`src/rtl/timer_counter.sv`:
```
// timer_counter -- memory-mapped down-counting timer with interrupt.
//
// Register map (addr):
//   0 CTRL   : [0] EN count enable, [2:1] MODE (01 auto-reload, else one-shot),
//              [3] IM interrupt mask; [31:4] read as 0
//   1 PRESET : 32-bit reload value, read/write
//   2 COUNT  : 32-bit current count, read-only
//   3 reserved, reads 0, writes ignored
//
// Ports:
//   clk   : clock, all state updates on the rising edge
//   reset : synchronous active-high reset
//   addr  : register select
//   we    : write enable for the selected register
//   din   : write data
//   dout  : combinational read data for the selected register
//   irq   : interrupt request, IM AND irq_flag
module timer_counter (
  input  logic        clk,
  input  logic        reset,
  input  logic [1:0]  addr,
  input  logic        we,
  input  logic [31:0] din,
  output logic [31:0] dout,
  output logic        irq
);

  typedef enum logic [1:0] {
    ST_IDLE = 2'd0,
    ST_LOAD = 2'd1,
    ST_CNT  = 2'd2,
    ST_INT  = 2'd3
  } state_t;

  state_t      state, state_nxt;
  logic [3:0]  ctrl;
  logic [31:0] preset;
  logic [31:0] count, count_nxt;
  logic        irq_flag;

  logic        ctrl_we, preset_we;
  logic        en, auto_reload, im;
  logic        en_clr, flag_set, flag_clr_auto;

  assign ctrl_we     = we && (addr == 2'd0);
  assign preset_we   = we && (addr == 2'd1);
  assign en          = ctrl[0];
  assign auto_reload = (ctrl[2:1] == 2'b01);
  assign im          = ctrl[3];

  always_comb begin
    state_nxt     = state;
    count_nxt     = count;
    en_clr        = 1'b0;
    flag_set      = 1'b0;
    flag_clr_auto = 1'b0;
    case (state)
      ST_IDLE: begin
        if (en) state_nxt = ST_LOAD;
      end
      ST_LOAD: begin
        count_nxt = preset;
        state_nxt = ST_CNT;
      end
      ST_CNT: begin
        if (!en) begin
          state_nxt = ST_IDLE;
        end else if (count > 32'd1) begin
          count_nxt = count - 32'd1;
        end else begin
          // Terminal count: clamp to 0 (covers PRESET of 0 and 1 alike).
          count_nxt = 32'd0;
          state_nxt = ST_INT;
          flag_set  = 1'b1;
        end
      end
      ST_INT: begin
        state_nxt = ST_IDLE;
        if (auto_reload) flag_clr_auto = 1'b1;
        else             en_clr        = 1'b1;
      end
      default: state_nxt = ST_IDLE;
    endcase
  end

  always_ff @(posedge clk) begin
    if (reset) begin
      state    <= ST_IDLE;
      ctrl     <= 4'd0;
      preset   <= 32'd0;
      count    <= 32'd0;
      irq_flag <= 1'b0;
    end else begin
      state <= state_nxt;
      count <= count_nxt;

      // A CPU write to CTRL overrides the one-shot EN clear on the same edge.
      if (ctrl_we)     ctrl    <= din[3:0];
      else if (en_clr) ctrl[0] <= 1'b0;

      if (preset_we) preset <= din;

      // Setting the flag takes priority over any clear on the same edge.
      if (flag_set)                        irq_flag <= 1'b1;
      else if (ctrl_we || flag_clr_auto)   irq_flag <= 1'b0;
    end
  end

  always_comb begin
    dout = 32'd0;
    case (addr)
      2'd0:    dout = {28'd0, ctrl};
      2'd1:    dout = preset;
      2'd2:    dout = count;
      default: dout = 32'd0;
    endcase
  end

  assign irq = im & irq_flag;

endmodule

```
`config.mk`:
```
export PLATFORM = sky130hd
export DESIGN_NAME = timer_counter
export DESIGN_NICKNAME = d
export VERILOG_FILES = /design/src/rtl/timer_counter.sv
export SDC_FILE = /design/constraint.sdc
export NUM_CORES = 1
export LEC_CHECK = 0
export ABC_AREA = 1
export ABC_CLOCK_PERIOD_IN_PS = 2750
export CORE_MARGIN = 10
export CORE_UTILIZATION = 58
export CTS_CLUSTER_SIZE = 10
export DETAILED_ROUTE_END_ITERATION = 10
export MAX_ROUTING_LAYER = met4
export PLACE_DENSITY = 0.86
export SLEW_MARGIN = 20
export SYNTH_ARGS = -nofsm -noshare
export SYNTH_HDL_FRONTEND = slang
export SYNTH_SLANG_ARGS = --single-unit
```
`constraint.sdc`:
```
create_clock -name clk -period 2.75 [get_ports clk]
set_clock_uncertainty 0.2 [all_clocks]
set_input_delay 0.275 -clock clk [delete_from_list [all_inputs] [get_ports clk]]
set_output_delay 0.275 -clock clk [all_outputs]
set_load 0.005 [all_outputs]
```
==> metrics.csv <==
metric,value,unit
total number of yosys warnings,0,
row count,30,
post-synthesis mux area share,0,%
max-slew violation count,0,
Ant. Diodes,0,
DRC Markers,0,
Period minus WS final,2.43,ns
Multi-input gate area,0.00224,sq mm
register area,0.00142,sq mm
status,finished clean,
worst min path class,reg2reg,
Synth Area in Compound Gates,26.4,%
crit end category,output pin,
Post-Route Setup TNS,0,ns
Sw Pwr,935,uW
postcts setup bufs,0,
Placer Congestion,0.918,
Ports,70,
"Distinct cells, synth",29,
hold_sp,preset[13],
clk buf depth,2,
Max IR drop VDD,0.000295,V
input/output buffers,69,
vias per inst,5.62,
top cell type's share of synthesized area,34.7,%
slowest CP cell,clkdlybuf4s50_1,
Chip Height,104,um
simple-gate portion of the synthesized area,24.0,%
R2R setup slack,0.64,ns
Post-synth top cells,"101 x o21ai_0, 90 x nand2_1, 75 x inv_1",
DR pass1 iterations,7,
Post-synth EDFFs,0,
Reg2Reg Launch Point,state[1],
Core Box Area,0.00683,sq mm
Leakage,0.00203,uW
Seq pwr share,38.5,%
top-count cell post-synth,o21ai_0,
Internal,1960,uW
crit start category,input port,
largest net degree at the start of global routing,42,
Cell Pwr Density,567,mW/mm^2
Post-CTS Resized,0,
largest family of logic cells by synthesized area,compound AO/OA/AOI/OAI gates,
Post-synth ARST share,0,%
"Reg clk slew, reported paths",0.07,ns
htree depth,3,
Area Overhead vs Synth,24.9,%
# setup viols final,0,
FMAX,411,MHz
final antenna-violating net count,0,
vias in the first global route,4377,
finished layout cell area,0.00512,sq mm
syn nets,653,
Logic pwr share,25.7,%
Post-DP Area,0.00487,sq mm
worst path cell trace,clkdlybuf4s50_1 > inv_1 > nor2_1 > inv_1 > buf_4 > o22ai_1 > clkdlybuf4s50_1,
Main synth FF type,dfxtp_1,
ranking of synthesized cells by area,"dfxtp_1 35%, o21ai_0 12%, nand2_1 8.2%, a21oi_1 8.1%, inv_1 6.9%",
Initial Util,60.0,%
CTS hold repair buffers,0,
wire length per cell,16.1,um
total grt overflow,0,
critical path data required time,2.28,ns
CTS Sinks,71,
part of the cycle the worst path needs,88.5,%
cell area after synthesis,0.00410,sq mm
Nets,716,
post-detail-place hpwl,9060,um
Adder-Cell Fraction of Synth Area,0.611,%
sw frac,32.3,%
sequential element share of the synthesized area,34.7,%
antenna violations before repair,0,
cells after synthesis,614,
MaxCap Viol Count,0,
Synth area leader,dfxtp_1,
initial drt markers,262,
crit path max fanout,13,
Final Util,74.9,%
Critical Path Source,addr[0],
final count of hold timing violations,0,
global-route wire length before repair,20700,um
WP data arrival,1.96,ns
CTS root buf,clkbuf_8,
Slew headroom,71.1,%
Via Count,4372,
clock tree from TritonCTS,yes,
register bit total from synthesis,71,
Die X-Extent,104,um
critical path's largest stage delay,0.56,ns
syn_area_per_cell,6.67,sq um
clock share of power,35.9,%
gr usage total,23.2,%
DIE AREA,0.0108,sq mm
WL final,12600,um
clk_lat worst skew,0.36,ns
worst slew pin tran,0.432,ns
RSZ-0062 raised after global routing,false,
critical path class,in2out,
share of cells above drive strength 1,8.50,%
xor-xnor portion of the synthesized cell area,3.63,%
TritonCTS Buffers,9,
Fill cells,553,
==> per-layer routing <==
metal / wire, um / share of wire [%] / global-route usage (%)
met1: 5330 / 42 / 26.5
met4: 175 / 1.4 / 6.26
met5: 0 / 0 / -
met3: 761 / 6.1 / 5.45
met2: 6280 / 50 / 39.5
==> through the flow <==
stage	hold WS, ns	setup slack [ns]	power (uW)	std cells
3_3_place_gp	0.252	0.398	1860	762
3_5_place_dp	0.258	0.369	1870	762
5_1_grt	0.295	0.261	3040	778
2_1_floorplan	0.144	1.00	1640	614
6_report	0.271	0.315	2900	778
4_1_cts	0.271	0.312	2900	778
==> critical path, delay by kind of cell <==
kind            cells  cell delay [ns]
buf+inv             5             1.35
compound gates      1             0.21
simple gates        1             0.12
==> power by group through the flow <==
stage	sequential [uW]	combinational (uW)	clock, uW
after floorplan	1130	510	0
after global placement	1130	724	0
after detailed placement	1140	736	0
after CTS	1110	742	1040
after global routing	1120	831	1090
final	1110	744	1040
==> layout by cell type, fill, tap and decap left out <==
cell type,instances
nor2_4,4
o221ai_1,4
bufinv_16,3
clkbuf_8,9
buf_4,13
a21oi_1,66
xor2_1,17
o21ai_1,5
o21ai_0,101
clkbuf_1,1
ha_1,2
clkdlybuf4s50_1,69
inv_1,75
nand3b_1,1
nand2_1,89
nand2_4,3
nand4_1,8
nor2_8,2
o21a_1,1
nor2_2,1
dfxtp_1,71
nand2_2,14
inv_6,3
inv_2,3
nand3_1,16
nand2_8,2
clkinv_4,1
nor2_1,70
o211ai_1,1
o22ai_1,27
==> registers in the layout (all words and copies together) (netlist names) <==
register  cells
count        32
preset       32
ctrl          4
state         2
irq_flag      1
==> cell families after synthesis <==
family / Yosys count
compound gates: 205
buf+inv: 109
simple gates: 210
flops: 71
fa+ha+maj: 2
xor+xnor: 17
==> area by class of cell <==
cell class	instances	share of cell area, %
clock buffers	10	2.49
clock inverters	6	2.27
inverters	79	5.89
multi-input cells	434	43.8
flip-flops and latches	71	27.8
well taps	96	2.35
repair buffers	82	15.4
==> worst paths after layout <==
kind,depth (start not counted),end
worst max-delay path,7,dout[29]
worst min-delay path,2,preset[13]
worst max register to register,7,count[23]
worst min register to register,2,preset[13]
No activity file was read; power rests on OpenSTA's default activity.
